<file path="src/rtl/sp_ram_arb_pkg.sv">
`default_nettype none
// +--------------------------------------------------------------------------+
// | Module   : sp_ram_arb_pkg                                                |
// | Brief    : Shared types and constants for the single-port RAM arbiter.   |
// | Revision : 1.0  initial release                                          |
// +--------------------------------------------------------------------------+
package sp_ram_arb_pkg;

   // Number of masters sharing the RAM.
   localparam int NUM_MASTERS = 2;

   // Widest address/data a request can carry. Instances narrower than this
   // zero-extend into the request struct and slice back out at the RAM port.
   localparam int MAX_ADDR_WIDTH = 32;
   localparam int MAX_DATA_WIDTH = 64;
   localparam int MAX_BE_WIDTH   = MAX_DATA_WIDTH / 8;

   // Sequencer states: one settle cycle, optional zero-fill, then arbitration.
   typedef enum logic [1:0] {
      RST_WAIT = 2'd0,
      CLEAR    = 2'd1,
      ARB      = 2'd2
   } state_e;

   // One master's RAM access request.
   typedef struct packed {
      logic [MAX_ADDR_WIDTH-1:0] addr;
      logic                      we;
      logic [MAX_BE_WIDTH-1:0]   be;
      logic [MAX_DATA_WIDTH-1:0] wdata;
   } ram_req_t;

endpackage
`default_nettype wire

</file>
<file path="src/rtl/sp_ram_arbiter_rr_arb_2.sv">
`default_nettype none
// +--------------------------------------------------------------------------+
// | Module   : rr_arb_2                                                      |
// | Brief    : Two-input round-robin arbiter. One-hot combinational grant,   |
// |            registered last-grant pointer. gnt_accept_i lets the owner    |
// |            suppress grants (e.g. while the slave is busy).               |
// | Revision : 1.0  initial release                                          |
// +--------------------------------------------------------------------------+
module rr_arb_2 (
   input  logic       clk,
   input  logic       rstn_i,
   input  logic [1:0] req_i,
   input  logic       gnt_accept_i,
   output logic [1:0] gnt_o
);

   // Index of the requester granted most recently; resets to 1 so that
   // requester 0 wins the first tie.
   logic last_gnt_q;
   logic last_gnt_d;

   // Grant: a sole requester wins; on a tie the one not granted last wins.
   always_comb begin
      gnt_o = 2'b00;
      if (gnt_accept_i) begin
         gnt_o[0] = req_i[0] & (~req_i[1] |  last_gnt_q);
         gnt_o[1] = req_i[1] & (~req_i[0] | ~last_gnt_q);
      end
   end

   // Pointer follows whichever requester was actually granted.
   always_comb begin
      last_gnt_d = last_gnt_q;
      if (gnt_o[1]) begin
         last_gnt_d = 1'b1;
      end else if (gnt_o[0]) begin
         last_gnt_d = 1'b0;
      end
   end

   // Last-grant pointer register.
   always_ff @(posedge clk or negedge rstn_i) begin
      if (!rstn_i) begin
         last_gnt_q <= 1'b1;
      end else begin
         last_gnt_q <= last_gnt_d;
      end
   end

endmodule
`default_nettype wire

</file>
<file path="src/rtl/sp_ram_arbiter.sv">
`default_nettype none
// +--------------------------------------------------------------------------+
// | Module   : sp_ram_arbiter                                                |
// | Brief    : Round-robin sharing of one synchronous single-port RAM        |
// |            (1-cycle read latency) between two masters, with an optional  |
// |            zero-fill of the whole RAM after reset.                       |
// | Revision : 1.0  initial release                                          |
// +--------------------------------------------------------------------------+
module sp_ram_arbiter
   import sp_ram_arb_pkg::*;
#(
   parameter int RAM_SIZE   = 32768,
   parameter int ADDR_WIDTH = $clog2(RAM_SIZE),
   parameter int DATA_WIDTH = 32,
   parameter int CLEAR_EN   = 1
) (
   input  logic                    clk,
   input  logic                    rstn_i,

   input  logic                    m0_req_i,
   output logic                    m0_gnt_o,
   output logic                    m0_rvalid_o,
   input  logic [ADDR_WIDTH-1:0]   m0_addr_i,
   input  logic                    m0_we_i,
   input  logic [DATA_WIDTH/8-1:0] m0_be_i,
   input  logic [DATA_WIDTH-1:0]   m0_wdata_i,
   output logic [DATA_WIDTH-1:0]   m0_rdata_o,

   input  logic                    m1_req_i,
   output logic                    m1_gnt_o,
   output logic                    m1_rvalid_o,
   input  logic [ADDR_WIDTH-1:0]   m1_addr_i,
   input  logic                    m1_we_i,
   input  logic [DATA_WIDTH/8-1:0] m1_be_i,
   input  logic [DATA_WIDTH-1:0]   m1_wdata_i,
   output logic [DATA_WIDTH-1:0]   m1_rdata_o,

   output logic                    ram_en_o,
   output logic                    ram_we_o,
   output logic [ADDR_WIDTH-1:0]   ram_addr_o,
   output logic [DATA_WIDTH-1:0]   ram_wdata_o,
   output logic [DATA_WIDTH/8-1:0] ram_be_o,
   input  logic [DATA_WIDTH-1:0]   ram_rdata_i,

   output logic                    init_done_o
);

   // DATA_WIDTH must not exceed MAX_DATA_WIDTH, ADDR_WIDTH not MAX_ADDR_WIDTH.
   localparam int BE_WIDTH   = DATA_WIDTH / 8;
   localparam int NUM_WORDS  = RAM_SIZE / BE_WIDTH;
   localparam int CNT_WIDTH  = $clog2(NUM_WORDS);
   localparam int BYTE_SHIFT = $clog2(BE_WIDTH);
   localparam logic [CNT_WIDTH-1:0] CNT_LAST = CNT_WIDTH'(NUM_WORDS - 1);

   state_e                 state_q;
   state_e                 state_d;
   logic [CNT_WIDTH-1:0]   clr_cnt_q;
   logic [CNT_WIDTH-1:0]   clr_cnt_d;
   logic                   clr_last;

   logic [NUM_MASTERS-1:0] req;
   logic [NUM_MASTERS-1:0] gnt;
   logic                   arb_accept;

   ram_req_t               mreq [NUM_MASTERS];
   ram_req_t               sel_req;

   logic                   owner_vld_q;
   logic                   owner_idx_q;

   logic                   unused_sel_bits;

   assign clr_last = (clr_cnt_q == CNT_LAST);

   // State register.
   always_ff @(posedge clk or negedge rstn_i) begin
      if (!rstn_i) begin
         state_q <= RST_WAIT;
      end else begin
         state_q <= state_d;
      end
   end

   // Next state: one settle cycle, then the clear (if enabled) until the last
   // word has been written, then arbitration for good.
   always_comb begin
      state_d = state_q;
      case (state_q)
         RST_WAIT: state_d = (CLEAR_EN != 0) ? CLEAR : ARB;
         CLEAR:    state_d = clr_last ? ARB : CLEAR;
         ARB:      state_d = ARB;
         default:  state_d = RST_WAIT;
      endcase
   end

   // Clear word counter advances once per CLEAR cycle and wraps after the last word.
   always_comb begin
      clr_cnt_d = clr_cnt_q;
      if (state_q == CLEAR) begin
         clr_cnt_d = clr_last ? '0 : clr_cnt_q + CNT_WIDTH'(1);
      end
   end

   // Clear word counter register; a reset restarts the clear from word 0.
   always_ff @(posedge clk or negedge rstn_i) begin
      if (!rstn_i) begin
         clr_cnt_q <= '0;
      end else begin
         clr_cnt_q <= clr_cnt_d;
      end
   end

   // Pack each master's port bundle into the common request struct.
   always_comb begin
      mreq[0]       = '0;
      mreq[0].addr  = MAX_ADDR_WIDTH'(m0_addr_i);
      mreq[0].we    = m0_we_i;
      mreq[0].be    = MAX_BE_WIDTH'(m0_be_i);
      mreq[0].wdata = MAX_DATA_WIDTH'(m0_wdata_i);
      mreq[1]       = '0;
      mreq[1].addr  = MAX_ADDR_WIDTH'(m1_addr_i);
      mreq[1].we    = m1_we_i;
      mreq[1].be    = MAX_BE_WIDTH'(m1_be_i);
      mreq[1].wdata = MAX_DATA_WIDTH'(m1_wdata_i);
   end

   assign req = {m1_req_i, m0_req_i};

   rr_arb_2 u_rr_arb (
      .clk          (clk),
      .rstn_i       (rstn_i),
      .req_i        (req),
      .gnt_accept_i (arb_accept),
      .gnt_o        (gnt)
   );

   // m0 is the default path so that an idle RAM port still has defined values.
   assign sel_req = gnt[1] ? mreq[1] : mreq[0];

   // Zero-extension bits above the instance widths are never needed.
   assign unused_sel_bits = ^{sel_req.addr, sel_req.be, sel_req.wdata};

   // RAM port and arbitration enable, decoded from the current state.
   always_comb begin
      ram_en_o    = 1'b0;
      ram_we_o    = 1'b0;
      ram_addr_o  = '0;
      ram_wdata_o = '0;
      ram_be_o    = '0;
      arb_accept  = 1'b0;
      case (state_q)
         CLEAR: begin
            ram_en_o    = 1'b1;
            ram_we_o    = 1'b1;
            ram_be_o    = '1;
            ram_wdata_o = '0;
            ram_addr_o  = ADDR_WIDTH'(clr_cnt_q) << BYTE_SHIFT;
         end
         ARB: begin
            arb_accept  = 1'b1;
            ram_en_o    = |gnt;
            ram_we_o    = sel_req.we;
            ram_addr_o  = sel_req.addr[ADDR_WIDTH-1:0];
            ram_wdata_o = sel_req.wdata[DATA_WIDTH-1:0];
            ram_be_o    = sel_req.be[BE_WIDTH-1:0];
         end
         default: begin
         end
      endcase
   end

   assign m0_gnt_o    = gnt[0];
   assign m1_gnt_o    = gnt[1];
   assign init_done_o = (state_q == ARB);

   // Remember who owns the RAM response arriving next cycle.
   always_ff @(posedge clk or negedge rstn_i) begin
      if (!rstn_i) begin
         owner_vld_q <= 1'b0;
         owner_idx_q <= 1'b0;
      end else begin
         owner_vld_q <= |gnt;
         owner_idx_q <= gnt[1];
      end
   end

   // Read data is broadcast; only the owner sees rvalid.
   assign m0_rvalid_o = owner_vld_q & ~owner_idx_q;
   assign m1_rvalid_o = owner_vld_q &  owner_idx_q;
   assign m0_rdata_o  = ram_rdata_i;
   assign m1_rdata_o  = ram_rdata_i;

endmodule
`default_nettype wire

</file>
<file path="config.mk">
export PLATFORM = sky130hd
export DESIGN_NAME = sp_ram_arbiter
export DESIGN_NICKNAME = d
export VERILOG_FILES = /design/src/rtl/sp_ram_arb_pkg.sv /design/src/rtl/sp_ram_arbiter_rr_arb_2.sv /design/src/rtl/sp_ram_arbiter.sv
export SDC_FILE = /design/constraint.sdc
export NUM_CORES = 1
export LEC_CHECK = 0
export CAP_MARGIN = 20
export CORE_AREA = 2 2 102 104
export CTS_BUF_LIST = sky130_fd_sc_hd__clkbuf_16
export DETAILED_ROUTE_END_ITERATION = 8
export DIE_AREA = 0 0 104 106
export HOLD_SLACK_MARGIN = 0.06
export PLACE_DENSITY_LB_ADDON = 0.08
export SYNTH_ARGS = -nofsm -noshare
export SYNTH_HDL_FRONTEND = slang
export SYNTH_SLANG_ARGS = --single-unit
</file>
<file path="constraint.sdc">
create_clock -name clk -period 2.3 [get_ports clk]
set_input_delay 0.575 -clock clk [delete_from_list [all_inputs] [get_ports clk]]
set_output_delay 0.575 -clock clk [all_outputs]
set_load 0.05 [all_outputs]
</file>
# --- Yosys cells after proc, flatten, opt, wreduce, memory -nomap -nowiden ---
# Index checks and enable logic that the tools add are counted.
op_classes:
  bitwise_logic: 10
  add_sub_neg: 1
  reduce_logical: 3
  eq_ne: 3
  n_mux: 13
op_table:
  columns: ["op", "count"]
  rows:
  - ["2-to-1 mux 88 bit", 1]
  - ["2-to-1 mux 32 bit", 1]
  - ["case mux 15 bit (2 select lines)", 1]
  - ["adder 13 x 1 -> 13 bit, second input constant", 1]
  - ["equality test 13 bit, second input constant", 1]
  - ["2-to-1 mux 13 bit", 1]
  - ["case mux 4 bit (2 select lines)", 1]
  - ["case mux 2 bit (3 select lines)", 1]
  - ["AND 1 bit", 4]
  - ["2-to-1 mux 2 bit", 2]
  - ["NOT 1 bit", 4]
  - ["case mux 1 bit (2 select lines)", 2]
  - ["2-to-1 mux 1 bit", 3]
  - ["equality test 2 x 1 -> 1 bit, second input constant", 1]
  - ["equality test 2 bit, second input constant", 1]
  - ["zero test 2 bit", 1]
  - ["bitwise OR 1 bit", 2]
  - ["nonzero test 2 bit", 1]
  - ["OR reduction 2 bit", 1]
totals:
  word_cells: 35
  ff_bits: 18
  in_bits: 140
  out_inout_bits: 122

# --- Depth between registers and ports, before layout ---
# Gate-level depths: netlist of the first run.
logic_depth:
  depth_word: 6
  depth_mapped: 7
  depth_no_buf: 5

# --- Modules after synthesis ---
# From an unflattened synthesis of the first run, not the netlist that was laid out.
unflattened:
  hier_cells: 286
  hier_area_um2: 2443.6
modules_own_cells:
  columns: ["mod", "area_per_inst_um2", "seq_area_each_um2", "cells_per_inst", "n_inst"]
  rows:
  - ["sp_ram_arbiter", 2373.5, 425.4, 277, 1]
  - ["rr_arb_2", 70.1, 26.3, 9, 1]

# --- Least setup slack after synthesis of the first run ---
# Ideal clock, no wire load.
synth_timing:
  path_kind: "register to output"
  start: "register state_q[0]"
  end: "output ram_addr_o[10]"
  n_path_buf: 0
  path_stages_with_launch: 5
  arrival_ns: 2.429
  setup_slack_ns: -0.704
  required_time_ns: 1.725
  cell_sequence: "dfrtp_1 > inv_1 > ha_1 > nand2_1 > o21ai_0"
synth_between:
  elab_chain_cells: 5
  elab_cells_between_ends: 6
  cone_classes: "eq/ne (2); mux (4)"
synth_lines:
  columns: ["item", "line", "text"]
  rows:
  - ["start, declared", "sp_ram_arbiter.sv:55", "state_e state_q;"]
  - ["start signal, assigned", "sp_ram_arbiter.sv:80", "state_q <= state_d;"]
  - ["equality test 2 bit (*)", null, null]
  - ["named net init_done_o", "sp_ram_arbiter.sv:45", "output logic init_done_o"]
  - ["2-to-1 mux 1 bit", "sp_ram_arbiter.sv:151", "case (state_q)"]
  - ["2-to-1 mux 2 bit", "sp_ram_arbiter_rr_arb_2.sv:25", "if (gnt_accept_i) begin"]
  - ["2-to-1 mux 88 bit", "sp_ram_arbiter.sv:138", "assign sel_req = gnt[1] ? mreq[1] : mreq[0];"]
  - ["case mux 15 bit (2 select lines) (*)", "sp_ram_arbiter.sv:151", null]
  - ["end, declared", "sp_ram_arbiter.sv:40", "output logic [ADDR_WIDTH-1:0] ram_addr_o,"]
# Mark *: on every way through the listed nets, which the timed path passes. The rest lies on a longest branch.

# --- Worst setup path after layout of the first run ---
layout_timing:
  start: "register u_rr_arb.last_gnt_q"
  end: "output ram_addr_o[9]"
layout_between:
  elab_chain_cells: 6
layout_lines:
  columns: ["item", "line", "text"]
  rows:
  - ["start, declared", "sp_ram_arbiter_rr_arb_2.sv:19", "logic last_gnt_q;"]
  - ["start signal, assigned", "sp_ram_arbiter_rr_arb_2.sv:46", "last_gnt_q <= last_gnt_d;"]
  - ["NOT 1 bit", "sp_ram_arbiter_rr_arb_2.sv:27", "gnt_o[1] = req_i[1] & (~req_i[0] | ~last_gnt_q);"]
  - ["bitwise OR 1 bit", "sp_ram_arbiter_rr_arb_2.sv:27", null]
  - ["AND 1 bit", "sp_ram_arbiter_rr_arb_2.sv:27", null]
  - ["2-to-1 mux 2 bit", "sp_ram_arbiter_rr_arb_2.sv:25", null]
  - ["2-to-1 mux 88 bit", "sp_ram_arbiter.sv:138", null]
  - ["case mux 15 bit (2 select lines)", "sp_ram_arbiter.sv:151", null]
# No other way between the ends.

==> results of run 1 <==
final timing paths:
kind | start | endpoint | slack, ns | depth (start not counted)
max | u_rr_arb.last_gnt_q | ram_addr_o[9] | 0.01 | 5
min | clr_cnt_q[12] | clr_cnt_q[12] | 0.53 | 1
max reg2reg | state_q[1] | state_q[1] | 0.53 | 6
min reg2reg | clr_cnt_q[12] | clr_cnt_q[12] | 0.53 | 1
max in group asynchronous | rstn_i | u_rr_arb.last_gnt_q | 1.38 | 2
min in group asynchronous | rstn_i | clr_cnt_q[4] | 0.65 | 2
synthesized netlist by cell type, types with 2 or more instances:
master	n
sky130_fd_sc_hd__nand3_1	2
sky130_fd_sc_hd__o21ai_0	4
sky130_fd_sc_hd__a41oi_1	2
sky130_fd_sc_hd__nand2_1	86
sky130_fd_sc_hd__o21a_1	2
sky130_fd_sc_hd__dfrtp_1	17
sky130_fd_sc_hd__o21ai_1	13
sky130_fd_sc_hd__mux2i_1	19
sky130_fd_sc_hd__buf_4	65
sky130_fd_sc_hd__ha_1	5
sky130_fd_sc_hd__nand4_1	5
sky130_fd_sc_hd__xnor2_1	7
sky130_fd_sc_hd__nor4_1	2
sky130_fd_sc_hd__a31oi_1	2
sky130_fd_sc_hd__clkbuf_1	7
sky130_fd_sc_hd__or3_1	3
sky130_fd_sc_hd__a21oi_1	6
sky130_fd_sc_hd__and2_1	3
sky130_fd_sc_hd__inv_1	7
sky130_fd_sc_hd__o22ai_1	4
sky130_fd_sc_hd__a21boi_1	33
sky130_fd_sc_hd__buf_2	11
per-stage QoR:
stage / hold slack [ns] / worst slack [ns] / cells / TNS [ns]
floorplan: 0.279 / -0.132 / 322 / -0.677
global placement: 0.512 / -0.315 / 554 / -13.60
detailed placement: 0.525 / -0.372 / 554 / -14.91
CTS: 0.530 / 0.00920 / 569 / 0
global route: 0.554 / -0.0377 / 572 / -0.298
finish: 0.533 / 0.00965 / 572 / 0
per-layer routing:
metal / routed length (um) / vias to the layer above / track usage
li1: - / 1253 / -
met1: 3830 / 1183 / 0.203
met2: 5380 / 159 / 0.324
met3: 1290 / 23 / 0.0969
met4: 120 / 2 / 0.0290
met5: 13 / - / 0
cells in the final DEF, fill, tap and decap left out, types with 7 or more instances in the layout:
master	count
sky130_fd_sc_hd__buf_4	15
sky130_fd_sc_hd__mux2i_2	8
sky130_fd_sc_hd__dfrtp_1	17
sky130_fd_sc_hd__a21boi_4	21
sky130_fd_sc_hd__buf_12	63
sky130_fd_sc_hd__a21boi_2	13
sky130_fd_sc_hd__o21ai_4	9
sky130_fd_sc_hd__nand2_1	81
sky130_fd_sc_hd__xnor2_1	7
sky130_fd_sc_hd__clkdlybuf4s50_1	107
area by class of cell:
class	instances	share of cell area
timing repair buffer	194	0.492
multi-input combinational	213	0.369
sequential	18	0.0863
tap	136	0.0325
clock buffer	3	0.0143
inverter	7	0.00502
clock inverter	1	0.000717
worst max-delay path: stages, from the launching register on:
cell and delay (ns):
sky130_fd_sc_hd__dfstp_2 0.55, sky130_fd_sc_hd__a21bo_4 0.20, sky130_fd_sc_hd__buf_12 0.18, sky130_fd_sc_hd__mux2i_4 0.27, sky130_fd_sc_hd__o22ai_4 0.10, sky130_fd_sc_hd__buf_12 0.15
power groups by stage:
| stage | Combinational, mW | Clock [mW] | Sequential, mW |
|---|---|---|---|
| 6_report | 0.387 | 0.356 | 0.317 |
| 2_1_floorplan | 0.406 | 0 | 0.323 |
| 3_5_place_dp | 0.320 | 0 | 0.322 |
| 4_1_cts | 0.384 | 0.361 | 0.317 |
| 5_1_grt | 0.415 | 0.376 | 0.317 |
| 3_3_place_gp | 0.315 | 0 | 0.322 |
state kept, by name, indices dropped and copies added, names as in the netlist:
register / cells
clr_cnt_q: 13
state_q: 2
owner_idx_q: 1
owner_vld_q: 1
u_rr_arb.last_gnt_q: 1
kinds of logic (layout without fill, tap and decap cells):
kind of cell | count (synthesis) | in the layout
fa+ha+maj | 5 | 5
simple gates | 109 | 109
flops | 18 | 18
compound gates | 72 | 72
xor+xnor | 7 | 7
buf+inv | 91 | 205
mux | 20 | 20
timing repair:
item	in CTS	in global routing
endpoints found under the setup margin	54	40
pin swaps	5	7
gates resized for setup	39	16
setup buffers	7	4
cloned	4	1
==> impl_summary.md, run 1 <==
Clocking
Counting the buffers created by CTS gives 3. The clock root buffer is sky130_fd_sc_hd__clkbuf_16. Clock latency on the worst-skew pair, taken at its later pin, is around 0.25 ns. No sink is reached through more buffers than the 2 on the longest clock path.

The H-tree level count is 1. After clock tree synthesis, the clock-pin slew on the worst setup and hold paths is around 0.05 ns. The number of sinks driven by the clock tree is 18. In this run, post-CTS hold repair placed 0 buffers. TritonCTS built the clock tree.

Synthesis
After synthesis the cells add up to 2370 um2. The synthesized-area fraction occupied by xor and xnor cells is 0.0258. The share of the synthesized area in compound gates (AO/OA/AOI/OAI) was 0.209. In the synthesized netlist, the number of instances is between 300 and 400. The most instantiated flip-flop cell in the synthesis netlist is sky130_fd_sc_hd__dfrtp_1.

The largest total area in the synthesized netlist belongs to sky130_fd_sc_hd__buf_4. After synthesis, the share of cell area in mux cells is 0.0848. After synthesis, the largest family of logic cells by area is buffers and inverters. The synthesized netlist contains 39 unique library cells.

After synthesis, the share of flip-flops with an asynchronous set or reset is 1.00. Of the total synthesized cell area, the portion taken by AND, OR, NAND and NOR gates is 0.209. Yosys printed 0 warnings.

In this run, synthesis inferred 0 flip-flops with an integrated enable. The flip-flop and latch count after synthesis is 18. Counting every net in the synthesized netlist gives 467. Ranked by total cell area, the synthesized netlist is headed by sky130_fd_sc_hd__buf_4 21%, sky130_fd_sc_hd__dfrtp_1 18%, sky130_fd_sc_hd__nand2_1 14%. The average cell area after synthesis is between 7 and 8 um2. Of the synthesized area, sequential elements account for 0.190. The share of synthesized area in the top cell type comes to 0.205. The synthesized-area fraction occupied by adder cells is 0.0263.

Final layout
The fraction of final layout cells sized beyond drive strength 1 is 0.404. The count of antenna diodes in the layout is 0. After the last flow step, the layout net total stands at 582. Summing all flip-flop and latch instances after layout gives ~450 um2.

The filler cell count is a little over 900. The core occupancy in the finished layout is 0.523. The finished cells cover 5230 um2.

Relative to the synthesized area, the layout overhead comes to 120%. Summing all multi-input logic gate instances after layout gives between 1500 and 2000 um2.

Power
Of the total power, the share spent switching nets is 0.254. The internal cell power is slightly below 800 uW. Of the total power, registers draw 0.299. IR analysis of the VDD net gives a maximum drop of roughly 0.00020 V. The power after layout is approximately 1.1 mW. The net switching power of the design is approximately 270 uW.

The combinational share of power is 0.365. In this run the power density over the cells is around 200 nW/um2. The share of total power dissipated in the clock network is 0.336. The leakage power summed over all cells is 1.94 nW.

Worst setup path
The category of the worst setup path launch point is a flip-flop. Of all nets on the critical path, the largest fanout is 10. The worst endpoint data arrival time is about 1.7 ns. The category of the worst setup path capture point is an output port. The required time of the critical path is roughly 1.7 ns. The type of the setup path with the least slack is reg2out.

GRT
The global-route usage over all layers is 0.185. The number of antenna violations at the first check in global routing came to 2. Entering global routing, the biggest net connects 19 pins.

The via count of the first global-routing pass is approximately 2,700. The global-route wire length before repair is ~16 mm. For this run the aggregate overflow at the end of global routing stands at 0.

STA
The time the final worst path needs with I/O delays and setup is 2.29 ns. The highest clock frequency the design can meet is 437 MHz. The worst clock skew is between 0.002 and 0.003 ns. The count of final hold-check violations is 0.

Setup repair after global routing could not meet its margin everywhere. At the pin with the least slew margin, the transition time is between 0.5 and 0.6 ns. In the finished design, the share of the clock period the worst path needs comes to 0.996.

The total of endpoints with negative setup slack in the final report is 0. The worst-case headroom to the max-slew limit is 0.644. The total count of max-transition violations in the final report is 0.

Die
The overall die area is roughly 11,000 um2. roughly 260 I/O pins were placed. The effective utilization at floorplan is 0.237.

The number of placement rows is 37. The floorplan step defined a core boundary enclosing around 10000 um2. The x dimension of the die is 104 um.

Measured along the y axis, the die boundary spans 106 um.

Route
For this run, design rule violations remaining after detail routing come to 0. The total via count after detailed routing is about 2,600. The detail route stage leaves a number of antenna-violating nets equal to 0. After detailed routing, the total wire length is roughly 11 mm. The number of detailed-routing iterations run before antenna repair is 4. The final routed wire length divided by cell count is 18.6 um. The number of vias per cell is about 4.6. The detailed router finished its first iteration with ~110 violations.

Place
At the end of routability-driven placement, the weighted congestion stood at about 0.75. The quantity of I/O buffers inserted on ports is 165. Once detailed placement completed, the half-perimeter wirelength came to just over 8 mm.

The post-placement cell area is between 4000 and 5000 um2.

Run status
The run finished with clean final reports.

Job
The number of max-capacitance violations reported is 0.

Hold path
The path class of the tightest hold or removal check is reg2reg.
No activity file was read; power rests on OpenSTA's default activity.
==> run 2, diff against run 1 <==
--- a/config.mk
+++ b/config.mk
@@ -6,10 +6,11 @@
 export NUM_CORES = 1
 export LEC_CHECK = 0
 export CAP_MARGIN = 20
-export CORE_AREA = 2 2 102 104
+export CORE_ASPECT_RATIO = 0.75
+export CORE_MARGIN = 5
+export CORE_UTILIZATION = 29
 export CTS_BUF_LIST = sky130_fd_sc_hd__clkbuf_16
 export DETAILED_ROUTE_END_ITERATION = 8
-export DIE_AREA = 0 0 104 106
 export HOLD_SLACK_MARGIN = 0.06
 export PLACE_DENSITY_LB_ADDON = 0.08
 export SYNTH_ARGS = -nofsm -noshare
==> impl_summary.md, run 2 (synthesis gave the netlist of run 1 again) <==
GRT
The number of antenna violations at the first check in global routing came to 0 (-2). The global-route usage over all layers is 0.208 (+0.0229). The overflow left after global routing is 0 (unchanged). The largest net degree at the start of global routing is 21 (+2). The global-route wire length before repair is 16.3 mm (about the same). The via count of the first global-routing pass was 2,936 (+6.8%).

Worst setup path
The worst setup path is of the reg2out kind. The worst register-to-register path begins at state_q[1]. In this design, the critical path's most frequently occurring cell is sky130_fd_sc_hd__buf_12. The required time of the critical path is 1.73 ns (about the same).

In this run the critical register-to-register path is captured at state_q[1]. The worst path buffer plus inverter count is 3 (+1). The worst endpoint data arrival time is 1.77 ns (+0.05 ns). Grouping stages by cell kind, the critical path spends the most delay in flip-flops. For this design, the slowest cell found on the critical path is sky130_fd_sc_hd__dfstp_2. The largest stage delay on the critical path is 0.55 ns (about the same). The category of the worst setup path capture point is an output port. The count of cells along the worst register-to-register path is 6 (unchanged).

The signal on the critical path passes through a21bo_4 -> buf_12 -> buf_12 -> mux2i_4 -> o21ai_4 -> buf_12. The setup slack of the most critical reg-to-reg path came to 0.56 ns (+0.03 ns). The largest fanout on the critical path is 6 (-4). STA classifies the critical path startpoint as a flip-flop.

Clocking
The number of sinks driven by the clock tree is 18 (unchanged). The number of buffers added by the clock tree synthesis step is 3 (unchanged). The clock transition at the registers of the reported paths is 0.06 ns (about the same). In this run the clock root is driven by a sky130_fd_sc_hd__clkbuf_16. The H-tree level count is 1 (unchanged). The worst-skew pair later-pin latency was 0.25 ns (about the same). The deepest clock path buffer count came to 2 (unchanged). The number of hold-repair buffers added at the cts stage is 0 (unchanged).

The CTS tree is built.

Power
The maximum VDD drop is 0.000226 V (+15%). The sequential power share was 0.268 (-0.031). The clock share of power was 0.304 (-0.032). The net switching power of the design is 327 uW (+22%). The total power per unit cell area is 208 nW/um2 (+2.6%). The internal cell power is 853 uW (+8.0%). The combinational share of power is 0.427 (+0.062). The leakage power summed over all cells came to 2.12 nW (+9.4%). The proportion of total power due to net switching is 0.277 (+0.0233).

Run status
The flow ran to the end, but the final reports show violations. The checks that failed: negative setup slack.

Die
The vertical extent of the die came to 88.4 um (-17%). The overall die area was 10,100 um2 (-8.2%). The core area came to 7950 um2 (-20%). The effective utilization at floorplan is 0.299 (+0.0611). The number of placement rows is 28 (-24%). The x dimension of the die is 114 um (+10%). The number of placed I/O pins is 262 (unchanged).

Route
The final routed wire length divided by cell count was 21.1 um (+13%). The total via count after detailed routing is 2,703 (+3.2%). The number of antenna-violating nets in the routed design is 0 (unchanged).

The number of detailed-routing iterations run before antenna repair is 4 (unchanged). The number of DRC markers after the initial detailed-route iteration is 98 (-14%). The total DRC errors in the routed layout is 0 (unchanged). The number of vias per cell was 4.91 (+7.3%). The final routed wirelength across all metal layers was 11.6 mm (+9.1%).

Place
The global placer's final weighted congestion is 0.817 (+9.5%). The worst setup slack before clock tree synthesis came to -0.354 ns (+0.0180 ns). The post-placement cell area is 4810 um2 (+0.65%).

The half-perimeter wire length of the detailed placement result is 8.62 mm (+6.1%). The quantity of I/O buffers inserted on ports is 165 (unchanged).

STA
The worst clock skew is 0.00411 ns (+0.00147 ns). The highest clock frequency the design can meet is 427 MHz (-2.2%). Setup repair after global routing could not meet its margin everywhere. The time the final worst path needs with I/O delays and setup is 2.34 ns (+0.0506 ns). The final cycle utilization of the critical path came to 1.02 (+0.0220). The count of final hold-check violations is 0 (unchanged). The total of endpoints with negative setup slack in the final report is 9 (+9). The smallest setup slack after layout came to -0.0410 ns (-0.0506 ns).

The worst-case headroom to the max-slew limit was 0.631 (-0.0132). The slew at the pin closest to its max-slew limit is 0.551 ns (+0.0198 ns). The total negative setup slack was -0.136 ns (-0.136 ns).

The worst hold-check slack was 0.537 ns (+0.00410 ns). The total count of max-transition violations in the final report is 0 (unchanged).

Final layout
In the final layout, the registers with the most flip-flops are clr_cnt_q x13, state_q x2. The core occupancy in the finished layout is 0.714 (+0.191). The area of combinational cells with multiple inputs was 2220 um2 (+15%).

The cell area after layout is 5680 um2 (+8.6%). Leaving out fill and tap cells, the most frequent cells in the layout are 106 x sky130_fd_sc_hd__clkdlybuf4s50_1, 67 x sky130_fd_sc_hd__buf_12, 42 x sky130_fd_sc_hd__nand2_1. The fraction of final layout cells sized beyond drive strength 1 is 0.519 (+0.115). From synthesis to final layout, the design area changed by 139%. The final net count is 591 (+1.5%).

The number of flip-flops under the largest register name is 13 (unchanged). The filler cell count is 543 (-40%). The leading cell type in the layout, fill and taps excluded is sky130_fd_sc_hd__clkdlybuf4s50_1. The count of antenna diodes in the layout is 0 (unchanged). The register bank with the most flops is clr_cnt_q. The register area came to 452 um2 (unchanged).

Hold path
In this run the worst hold path is classified as reg2reg. The number of instances on the worst hold path is 1 (unchanged). For hold timing, the worst endpoint is clr_cnt_q[12]. The critical hold path startpoint is clr_cnt_q[12].

Job
The number of max-capacitance violations reported is 0 (unchanged).
## run 2: power by group through the flow
| stage | Clock [mW] | Combinational, mW | Sequential (mW) |
|---|---|---|---|
| 2_1_floorplan | 0 | 0.406 | 0.323 |
| 3_3_place_gp | 0 | 0.333 | 0.322 |
| 3_5_place_dp | 0 | 0.340 | 0.322 |
| 4_1_cts | 0.363 | 0.460 | 0.317 |
| 5_1_grt | 0.381 | 0.530 | 0.317 |
| 6_report | 0.359 | 0.505 | 0.317 |
## run 2: stage by stage
| step | instances | total power [mW] |
|---|---|---|
| 2_1_floorplan | 322 | 0.729 |
| 3_3_place_gp | 529 | 0.656 |
| 3_5_place_dp | 529 | 0.662 |
| 4_1_cts | 545 | 1.14 |
| 5_1_grt | 550 | 1.23 |
| 6_report | 550 | 1.18 |
## run 2: repair_timing
action,4_1_cts,5_1_grt
setup endpoints to repair,54,52
resized for setup,76,54
pin swaps,38,38
setup buffers,8,4
endpoints found under the hold margin,0,0
cloned,5,4
## run 2: area by class of cell
class                      instances  area share
clock inverter                     1    0.000661
clock buffer                       3      0.0132
timing repair buffer             203       0.487
tap                              105      0.0231
multi-input combinational        213       0.392
inverter                           7     0.00462
sequential                        18      0.0795
## run 2: worst max-delay path by stage
stage / from / endpoint / slack, ns / depth (start not counted)
after floorplan: state_q[0] / ram_addr_o[10] / -0.13 / 4
after global placement: m1_req_i / ram_addr_o[14] / -0.31 / 6
after CTS: u_rr_arb.last_gnt_q / ram_addr_o[11] / -0.07 / 6
after detailed placement: m0_req_i / ram_be_o[1] / -0.35 / 6
final: u_rr_arb.last_gnt_q / ram_addr_o[12] / -0.04 / 6
after global routing: u_rr_arb.last_gnt_q / ram_addr_o[12] / -0.07 / 6
## run 2: metal layers
| layer | part of all wire | track usage | wire length, um | vias up |
|---|---|---|---|---|
| li1 | - | - | - | 1276 |
| met1 | 0.37 | 0.240 | 4280 | 1281 |
| met2 | 0.53 | 0.373 | 6090 | 124 |
| met3 | 0.087 | 0.0670 | 1010 | 22 |
| met4 | 0.019 | 0.0539 | 223 | 0 |
| met5 | 0 | 0 | 0 | - |
==> run 3, diff against run 2 <==
--- a/config.mk
+++ b/config.mk
@@ -11,8 +11,9 @@
 export CORE_UTILIZATION = 29
 export CTS_BUF_LIST = sky130_fd_sc_hd__clkbuf_16
 export DETAILED_ROUTE_END_ITERATION = 8
-export HOLD_SLACK_MARGIN = 0.06
+export HOLD_SLACK_MARGIN = 0.03
 export PLACE_DENSITY_LB_ADDON = 0.08
+export REMOVE_ABC_BUFFERS = 1
 export SYNTH_ARGS = -nofsm -noshare
 export SYNTH_HDL_FRONTEND = slang
 export SYNTH_SLANG_ARGS = --single-unit
==> impl_summary.md, run 3 (synthesis gave the netlist of run 1 again) <==
Final layout
The number of flip-flops under the largest register name is 13 (unchanged). The register area came to 452 um2 (unchanged). The final instance count without filler cells is 544 (-1.1%). In the layout the commonest cells are 107 x sky130_fd_sc_hd__clkdlybuf4s50_1, 69 x sky130_fd_sc_hd__nand2_1, 60 x sky130_fd_sc_hd__buf_12.

The library cell used most frequently in the layout, excluding fill and tap cells, is sky130_fd_sc_hd__clkdlybuf4s50_1. The final net count was 585 (-1.0%). More flip-flops sit in one register than any other, and that register is clr_cnt_q. The core occupancy in the finished layout is 0.639 (-0.0750). The filler cell count was 663 (+22%).

The count of antenna diodes in the layout was 0 (unchanged). The fraction of final layout cells sized beyond drive strength 1 was 0.412 (-0.107). Relative to the synthesized area, the layout overhead comes to 114%. The area of combinational cells with multiple inputs is 1780 um2 (-20%). The largest registers in the layout are clr_cnt_q x13, state_q x2.

GRT
The global-route wire length before repair was 16.6 mm (+2.4%). The largest net degree at the start of global routing is 40 (+90%). The overflow left after global routing came to 0 (unchanged). The global-route usage over all layers is 0.218 (+0.00979). The number of antenna violations at the first check in global routing is 0 (unchanged). The via count of the first global-routing pass came to 2,723 (-7.3%).

STA
The total negative setup slack was 0 ns (+0.136 ns). Setup repair after global routing could not meet its margin everywhere. The slew at the pin closest to its max-slew limit is 0.535 ns (-0.0164 ns).

The worst clock skew was 0.00186 ns (-0.00224 ns). The final cycle utilization of the critical path came to 0.994 (-0.0238). The worst hold-check slack is 0.527 ns (-0.00993 ns). The total of endpoints with negative setup slack in the final report is 0 (-9). The worst-case headroom to the max-slew limit is 0.642 (+0.0110). The time the final worst path needs with I/O delays and setup is 2.29 ns (-0.0548 ns).

The smallest setup slack after layout is 0.0139 ns (+0.0548 ns). The count of final hold-check violations is 0 (unchanged). The total count of max-transition violations in the final report is 0 (unchanged). The highest clock frequency the design can meet is 437 MHz (+2.4%).

Route
The final routed wirelength across all metal layers came to 12.2 mm (+5.5%). The final routed wire length divided by cell count is 22.5 um (+6.7%). The number of antenna-violating nets in the routed design is 0 (unchanged). The number of vias per cell is 5.08 (+3.4%). The total DRC errors in the routed layout is 0 (unchanged). The number of detailed-routing iterations run before antenna repair is 4 (unchanged).

The number of DRC markers after the initial detailed-route iteration was 129 (+32%). The total via count after detailed routing came to 2,764 (+2.3%).

Worst setup path
The largest fanout on the critical path is 8 (+2). The worst path buffer plus inverter count is 5 (+2). The worst endpoint data arrival time was 1.71 ns (-0.06 ns). The critical path's most frequent cell is sky130_fd_sc_hd__buf_6. The category of the worst setup path capture point is an output port. The category of the worst setup path launch point is an input port. The required time of the critical path is 1.73 ns (about the same).

The signal on the critical path passes through buf_6 -> buf_6 -> a21boi_4 -> buf_6 -> buf_16 -> nand2_4 -> a21boi_2 -> buf_12. By startpoint and endpoint, the worst setup path is classified as in2out. The slowest stage cell on the critical path is sky130_fd_sc_hd__a21boi_4. Among cell families on the critical path, the largest total delay comes from buffers and inverters. The largest stage delay on the critical path is 0.21 ns (-0.34 ns).

Run status
The flow ran to the end, and the final reports show no timing, DRC or antenna violations.

Place
The global placer's final weighted congestion is 0.813 (-0.47%). The half-perimeter wire length of the detailed placement result came to 9.32 mm (+8.1%). The worst setup slack before clock tree synthesis came to -0.386 ns (-0.0326 ns). The quantity of I/O buffers inserted on ports is 165 (unchanged). The placed cell count is 531 (+0.38%).

Power
The maximum VDD drop is 0.000189 V (-16%). The leakage power summed over all cells was 2.01 nW (-5.0%). The total power per unit cell area was 205 nW/um2 (-1.2%).

Die
The effective utilization at floorplan is 0.299 (unchanged). The number of placement rows is 28 (unchanged). The core area is 7950 um2 (unchanged). The number of placed I/O pins is 262 (unchanged).

The vertical extent of the die is 88.4 um (unchanged). The overall die area came to 10,100 um2 (unchanged). The x dimension of the die is 114 um (unchanged).

Clocking
The H-tree level count is 1 (unchanged). The worst-skew pair later-pin latency is 0.25 ns (about the same). TritonCTS built the clock tree. The deepest clock path buffer count is 2 (unchanged). The tree is rooted in a sky130_fd_sc_hd__clkbuf_16. The clock transition at the registers of the reported paths came to 0.05 ns (about the same).

The number of buffers added by the clock tree synthesis step came to 3 (unchanged). The number of sinks driven by the clock tree is 18 (unchanged).

Hold path
The class of the most critical hold timing path is reg2reg.

Job
The number of max-capacitance violations reported came to 0 (unchanged).
## run 3: changes by cell type in the layout (fill, tap and decap cells not counted), moves of 14 or more
cell,before,now
sky130_fd_sc_hd__mux2i_4,16,0
sky130_fd_sc_hd__nand2_2,29,6
sky130_fd_sc_hd__a21boi_2,9,25
sky130_fd_sc_hd__mux2i_1,1,15
sky130_fd_sc_hd__nand2_1,42,69
sky130_fd_sc_hd__a21boi_4,25,9
## run 3: power breakdown
part / total, mW / leakage, nW / switching (mW) / internal, mW
Combinational: 0.378 / 1.74 / 0.135 / 0.242
Clock: 0.349 / 0.0423 / 0.118 / 0.231
Sequential: 0.317 / 0.233 / 0 / 0.317
## run 3: final timing paths
path                       depth (start not counted)           from  slack [ns]             endpoint
max in group asynchronous                          2         rstn_i        1.38  u_rr_arb.last_gnt_q
min in group asynchronous                          2         rstn_i        0.66         clr_cnt_q[0]
hold reg to reg                                    1  clr_cnt_q[12]        0.53        clr_cnt_q[12]
hold / removal                                     1  clr_cnt_q[12]        0.53        clr_cnt_q[12]
setup reg to reg                                   6     state_q[1]        0.55        clr_cnt_q[11]
setup / recovery                                   8       m0_req_i        0.01      ram_wdata_o[11]
## run 3: layout make-up
type | count | share of cell area
Sequential cell | 18 | 0.0888
Multi-Input combinational cell | 213 | 0.350
Clock buffer | 3 | 0.0148
Tap cell | 105 | 0.0258
Timing Repair Buffer | 197 | 0.514
Clock inverter | 1 | 0.000738
Inverter | 7 | 0.00517
## run 3: metal layers
metal  global-route usage  share of wire  up-vias
met1                0.279           0.41     1312
met2                0.302           0.44      168
met4               0.0356          0.019        2
met5               0.0952         0.0039        -
li1                     -              -     1264
met3                0.139           0.13       18
## run 3: worst reg2reg max path: cells and delay by family (launching register included)
family                   cells  cell delay (ns)
AO/OA/AOI/OAI                2             0.50
adder cells (fa/ha/maj)      1             0.22
buffers and inverters        2             0.29
flip-flops                   1             0.41
AND/OR/NAND/NOR              1             0.23
## run 3: repair_timing
action / CTS / global route
pin swaps: 7 / 24
gates cloned: 3 / 1
endpoints found under the setup margin: 55 / 54
resized for setup: 75 / 54
setup buffers: 4 / 2
hold buffers: 0 / 0
## run 3: through the flow
step / total power, mW / area, um2
after floorplan: 0.388 / 1790
after global placement: 0.615 / 4360
after detailed placement: 0.617 / 4360
after CTS: 1.02 / 4800
after global routing: 1.09 / 5080
final: 1.04 / 5080
